File: src/rtl/mem_seq_pkg.sv
// Shared types and constants for the memory access sequencer.
// Holds FSM state encoding, requester IDs and bus widths.
package mem_seq_pkg;

  localparam int ADDR_W = 32;
  localparam int DATA_W = 16;

  typedef enum logic [1:0] {
    ST_IDLE  = 2'd0,
    ST_WORD0 = 2'd1,
    ST_WORD1 = 2'd2,
    ST_RESP  = 2'd3
  } state_t;

  typedef enum logic {
    PORT_A = 1'b0,
    PORT_B = 1'b1
  } port_id_t;

  // Half-word sent in the first memory cycle: high half of a 32-bit write (big-endian).
  function automatic logic [DATA_W-1:0] first_word(input logic [31:0] wdata,
                                                   input logic        en32);
    logic [DATA_W-1:0] w;
    if (en32) begin
      w = wdata[31:16];
    end else begin
      w = wdata[15:0];
    end
    return w;
  endfunction

endpackage

File: src/rtl/mem_seq_arbiter.sv
// Grant selection between pipeline port A and exception port B.
// MEM_SEQ_RR_EN selects round-robin; otherwise B has fixed priority.
module mem_seq_arbiter
  import mem_seq_pkg::*;
(
`ifdef MEM_SEQ_RR_EN
  input  logic     clk,
  input  logic     rst_n,
`endif
  input  logic     a_req,
  input  logic     b_req,
  input  logic     enable,
  output port_id_t grant
);

  logic     a_s;
  logic     b_s;
  port_id_t grant_s;

  assign a_s   = a_req & enable;
  assign b_s   = b_req & enable;
  assign grant = grant_s;

`ifdef MEM_SEQ_RR_EN
  port_id_t last_r;

  // Contested cycles go to the port that was not served last.
  always_comb begin
    grant_s = PORT_A;
    if (a_s && b_s) begin
      grant_s = (last_r == PORT_A) ? PORT_B : PORT_A;
    end else if (b_s) begin
      grant_s = PORT_B;
    end else begin
      grant_s = PORT_A;
    end
  end

  // Remember the most recently granted port.
  always_ff @(posedge clk or negedge rst_n) begin
    if (!rst_n) begin
      last_r <= PORT_A;
    end else if (a_s || b_s) begin
      last_r <= grant_s;
    end else begin
      last_r <= last_r;
    end
  end
`else
  // Exception push unit always wins.
  always_comb begin
    grant_s = PORT_A;
    if (b_s) begin
      grant_s = PORT_B;
    end else begin
      grant_s = PORT_A;
    end
  end
`endif

endmodule

File: src/rtl/mem_access_sequencer.sv
// Two-requester sequencer splitting 16/32-bit accesses onto a 16-bit memory.
// Define MEM_SEQ_RR_EN for round-robin arbitration instead of B-priority.
module mem_access_sequencer
  import mem_seq_pkg::*;
(
  input  logic              clk,
  input  logic              i_reset_n,
  input  logic              i_a_req,
  input  logic              i_b_req,
  input  logic              i_a_we,
  input  logic              i_b_we,
  input  logic              i_a_en32,
  input  logic              i_b_en32,
  input  logic [ADDR_W-1:0] i_a_addr,
  input  logic [ADDR_W-1:0] i_b_addr,
  input  logic [31:0]       i_a_wdata,
  input  logic [31:0]       i_b_wdata,
  output logic              o_mem_rd,
  output logic              o_mem_wr,
  output logic [ADDR_W-1:0] o_mem_addr,
  output logic [DATA_W-1:0] o_mem_wdata,
  input  logic [DATA_W-1:0] i_mem_rdata,
  output logic              o_a_done,
  output logic              o_b_done,
  output logic [31:0]       o_rdata,
  output logic              o_a_stall
);

  state_t              state_r;
  port_id_t            grant_r;
  logic                we_r;
  logic                en32_r;
  logic [ADDR_W-1:0]   addr_r;
  logic [DATA_W-1:0]   wdata_lo_r;
  logic [DATA_W-1:0]   rdata_hi_r;

  port_id_t            grant_s;
  logic                idle_s;
  logic                any_req_s;
  logic                win_we_s;
  logic                win_en32_s;
  logic [ADDR_W-1:0]   win_addr_s;
  logic [31:0]         win_wdata_s;

  assign idle_s    = (state_r == ST_IDLE);
  assign any_req_s = i_a_req | i_b_req;
  assign o_a_stall = i_a_req & ~o_a_done;

  mem_seq_arbiter u_arbiter (
`ifdef MEM_SEQ_RR_EN
    .clk    (clk),
    .rst_n  (i_reset_n),
`endif
    .a_req  (i_a_req),
    .b_req  (i_b_req),
    .enable (idle_s),
    .grant  (grant_s)
  );

  // Operand mux for the arbitration winner.
  always_comb begin
    win_we_s    = 1'b0;
    win_en32_s  = 1'b0;
    win_addr_s  = 32'd0;
    win_wdata_s = 32'd0;
    if (grant_s == PORT_B) begin
      win_we_s    = i_b_we;
      win_en32_s  = i_b_en32;
      win_addr_s  = i_b_addr;
      win_wdata_s = i_b_wdata;
    end else begin
      win_we_s    = i_a_we;
      win_en32_s  = i_a_en32;
      win_addr_s  = i_a_addr;
      win_wdata_s = i_a_wdata;
    end
  end

  // Sequencer FSM; bus outputs are registered on entry to each state.
  always_ff @(posedge clk or negedge i_reset_n) begin
    if (!i_reset_n) begin
      state_r     <= ST_IDLE;
      grant_r     <= PORT_A;
      we_r        <= 1'b0;
      en32_r      <= 1'b0;
      addr_r      <= 32'd0;
      wdata_lo_r  <= 16'd0;
      rdata_hi_r  <= 16'd0;
      o_mem_rd    <= 1'b0;
      o_mem_wr    <= 1'b0;
      o_mem_addr  <= 32'd0;
      o_mem_wdata <= 16'd0;
      o_a_done    <= 1'b0;
      o_b_done    <= 1'b0;
      o_rdata     <= 32'd0;
    end else begin
      case (state_r)
        ST_IDLE: begin
          o_a_done <= 1'b0;
          o_b_done <= 1'b0;
          o_rdata  <= 32'd0;
          if (any_req_s) begin
            state_r     <= ST_WORD0;
            grant_r     <= grant_s;
            we_r        <= win_we_s;
            en32_r      <= win_en32_s;
            addr_r      <= win_addr_s;
            wdata_lo_r  <= win_wdata_s[15:0];
            o_mem_rd    <= ~win_we_s;
            o_mem_wr    <= win_we_s;
            o_mem_addr  <= win_addr_s;
            o_mem_wdata <= win_we_s ? first_word(win_wdata_s, win_en32_s) : 16'd0;
          end else begin
            state_r     <= ST_IDLE;
            o_mem_rd    <= 1'b0;
            o_mem_wr    <= 1'b0;
            o_mem_addr  <= 32'd0;
            o_mem_wdata <= 16'd0;
          end
        end
        ST_WORD0: begin
          rdata_hi_r <= i_mem_rdata;
          if (en32_r) begin
            state_r     <= ST_WORD1;
            o_mem_rd    <= ~we_r;
            o_mem_wr    <= we_r;
            o_mem_addr  <= addr_r + 32'd1;
            o_mem_wdata <= we_r ? wdata_lo_r : 16'd0;
          end else begin
            state_r     <= ST_RESP;
            o_mem_rd    <= 1'b0;
            o_mem_wr    <= 1'b0;
            o_mem_addr  <= 32'd0;
            o_mem_wdata <= 16'd0;
            o_a_done    <= (grant_r == PORT_A);
            o_b_done    <= (grant_r == PORT_B);
            o_rdata     <= we_r ? 32'd0 : {16'd0, i_mem_rdata};
          end
        end
        ST_WORD1: begin
          state_r     <= ST_RESP;
          o_mem_rd    <= 1'b0;
          o_mem_wr    <= 1'b0;
          o_mem_addr  <= 32'd0;
          o_mem_wdata <= 16'd0;
          o_a_done    <= (grant_r == PORT_A);
          o_b_done    <= (grant_r == PORT_B);
          o_rdata     <= we_r ? 32'd0 : {rdata_hi_r, i_mem_rdata};
        end
        ST_RESP: begin
          state_r  <= ST_IDLE;
          o_a_done <= 1'b0;
          o_b_done <= 1'b0;
          o_rdata  <= 32'd0;
        end
        default: begin
          state_r     <= ST_IDLE;
          o_mem_rd    <= 1'b0;
          o_mem_wr    <= 1'b0;
          o_mem_addr  <= 32'd0;
          o_mem_wdata <= 16'd0;
          o_a_done    <= 1'b0;
          o_b_done    <= 1'b0;
          o_rdata     <= 32'd0;
        end
      endcase
    end
  end

endmodule

File: config.mk
export PLATFORM = sky130hd
export DESIGN_NAME = mem_access_sequencer
export DESIGN_NICKNAME = d
export VERILOG_FILES = /design/src/rtl/mem_seq_pkg.sv /design/src/rtl/mem_seq_arbiter.sv /design/src/rtl/mem_access_sequencer.sv
export SDC_FILE = /design/constraint.sdc
export NUM_CORES = 1
export LEC_CHECK = 0
export CELL_PAD_IN_SITES_DETAIL_PLACEMENT = 0
export CELL_PAD_IN_SITES_GLOBAL_PLACEMENT = 2
export CORE_MARGIN = 2
export CORE_UTILIZATION = 29
export CTS_CLUSTER_SIZE = 24
export DETAILED_ROUTE_END_ITERATION = 8
export PLACE_DENSITY_LB_ADDON = 0.1
export SLEW_MARGIN = 10
export SYNTH_ARGS = -nofsm -noshare
export SYNTH_HDL_FRONTEND = slang
export SYNTH_SLANG_ARGS = --single-unit
File: constraint.sdc
create_clock -name clk -period 2.2 [get_ports clk]
set_input_delay 0.22 -clock clk [delete_from_list [all_inputs] [get_ports clk]]
set_output_delay 0.22 -clock clk [all_outputs]
set_load 0.005 [all_outputs]
==> metrics.cfg <==
[run_status]
status=complete, no violations

[setup_path]
cp-start-kind=flip-flop
critPathBufInv=2
path_cells=inv_1, ha_1, and2_4, buf_12, mux2i_1, o22ai_1, mux2_2
regToRegStartpoint=state_r[0]$_DFF_PN0_
critical_path.startpoint=state_r[0]$_DFF_PN0_
cp_data_arrival_time_ps=2390
cp.required_ps=2500
cp_top_family=multiplexers
cp_max_fo=27
slowest_delay_ps=400
critPathCaptureType=flip-flop
path_class=flip-flop to flip-flop
critPathSlowestCell=dfrtp_1

[layout]
fillers=2521
mostFrequentLayoutCells=clkdlybuf4s50_1 (235), dfrtp_1 (153), nand2_1 (107)
syn_to_final_growth_pct=46.0
drive_above_1_share=0.103
multi_input_area_um2=3460
final_util=0.427
final_common_cell=clkdlybuf4s50_1
ff_latch_area_um2=3830
fin_nets=1092

[clocking]
clk_pin_slew_ps=80
cts_hold_buf=1
ctsResizeCount=0
root_buffer=clkbuf_16
worstSkewPairLatency_ps=430
clockBufferDepth=2
clock_sinks=153
cts_buffers=17
post_cts_buffers=0
cts_tree=yes
htreeDepth=4

[floorplan]
start_util=0.292
die_w_um=165
ios=237
dieArea_um2=27400
core_um2=25800
dieHeight_um=165
fp-row-count=59

[placed_design]
finalWeightedCongestion=0.809
io_buffers=236
place_hpwl_mm=16.5

[drt]
drt-wirelength-per-cell_um=17.8
vias=6237
vias_per_cell=4.85
routed_wl_mm=22.8
dr.pass1.iters=4
route.detailed.drc=0
drtIter0Drc=247
postRouteAntennaNets=0

[timing]
min_period_over_period=0.950
skew_ps=16.2
setup_viol=0
hold_viol=0
fmax_ghz=0.478
finalSetupTns_ps=0
worst_pin_slew_ps=586
maxSlewViolCount=0
relSlewSlack=0.609
period_needed_ps=2090
rsz0062_at_grt=no

[synth]
syn-num-nets=862
synth_cells=704
synth_edf_count=0
ys_top_cells_by_area=dfrtp_1 (51%), mux2i_1 (11%), nand2_1 (5.3%)
yosysSeqAreaShare=0.507
synth.avg_cell_area_um2=10.7
async_flop_share=1.00
yosysTopAreaCell=dfrtp_1
ys_warn_count=0
ys_seq_elements=153
yosys.cell_types.count=48
synth_flop_cell=dfrtp_1
synth.top_cell.area_share=0.507
syn-cell-area_um2=7560

[global_routing]
track_usage=0.169
grt_pass1_vias=6675
grt_first_pass_wirelength_mm=35.6
antenna_found_initial=2
overflow=0
grt_start_max_net_pins=62

[power_and_ir_drop]
finalPower_mw=13.7
power_density_nw_per_um2=1240
leakage_nw=4.56
vdd_ir_drop_max_mv=0.478

[job]
maxCapViolCount=0

[hold_path]
min_path_type=input port to async pin

## logic make-up (layout without fill, tap and decap cells)
logic type	Yosys count	after routing	share of synthesized area
other cells	0	3	0
compound gates	169	169	0.151
fa+ha+maj	6	6	0.00993
buf+inv	57	300	0.0371
simple gates	188	188	0.122
mux	101	101	0.139
flops	153	153	0.507
xor+xnor	30	30	0.0348
## power by group
part           internal, mW  total [mW]  switching, mW
clock network          1.56        3.03           1.46
logic                  2.92        5.72           2.80
registers              4.03        4.96          0.925
## layer usage
layer  up-vias  share of wire  track usage
li1       3008              -            -
met1      3022           0.41        0.198
met2       187           0.51        0.302
met3        20          0.069       0.0492
met4         0          0.012       0.0439
met5         -              0            0
## path summary, 6_finish.rpt
path                       slack [ps]                          to  cells past startpoint
setup / recovery                  110   o_mem_addr[5]$_DFFE_PN0P_                      7
hold / removal                    290      addr_r[13]$_DFFE_PN0P_                      2
setup reg to reg                  110   o_mem_addr[5]$_DFFE_PN0P_                      7
hold reg to reg                   480  wdata_lo_r[10]$_DFFE_PN0P_                      2
max in group asynchronous        1230     o_rdata[11]$_DFFE_PN0P_                      3
min in group clk                  420      o_rdata[4]$_DFFE_PN0P_                      2
## stage by stage
stage	cells	instance area (um^2)	setup WS, ps	hold slack [ps]
2_1_floorplan	704	7560	270	-75.6
3_3_place_gp	1249	10400	121	184
3_5_place_dp	1249	10400	82.6	196
4_1_cts	1282	11000	87.0	298
5_1_grt	1282	11000	5.45	316
6_report	1285	11000	109	288
## cells in the mapped netlist (4+ instances only)
library cell	n
buf_4	5
xor2_1	21
and3_1	4
dfrtp_1	153
o21ai_0	69
ha_1	6
a22o_1	16
mux2_2	19
nand2_1	107
clkbuf_1	31
a21oi_1	9
nand3_1	13
nor2_1	18
a22oi_1	16
mux2i_1	81
o22a_1	5
buf_6	5
o21ai_1	15
inv_1	4
a32o_1	16
nand4_1	12
and2_1	6
o221ai_1	14
buf_2	8
nor3_1	7
xnor2_1	9
## area by class of cell
class	count	share of cell area
Inverter	5	0.00170
Clock inverter	15	0.0180
Clock buffer	17	0.0386
Sequential cell	153	0.347
Multi-Input combinational cell	494	0.314
Tap cell	335	0.0380
Timing Repair Buffer	263	0.242
Antenna cell	3	0.000681
## worst reg2reg max path, delay by kind of cell, from the launching register on
kind	cells	cell delay [ps]
buffers and inverters	2	330
multiplexers	2	660
AO/OA/AOI/OAI	1	150
AND/OR/NAND/NOR	1	200
adder cells (fa/ha/maj)	1	240
flip-flops	1	400
## flip-flops by register name, indices dropped and copies added, names as in the netlist
name	flops
state_r	2
wdata_lo_r	16
o_mem_wdata	16
o_rdata	32
we_r	1
o_mem_rd	1
o_mem_wr	1
addr_r	32
en32_r	1
o_a_done	1
o_b_done	1
grant_r	1
o_mem_addr	32
rdata_hi_r	16
No activity file was read; power rests on OpenSTA's default activity.
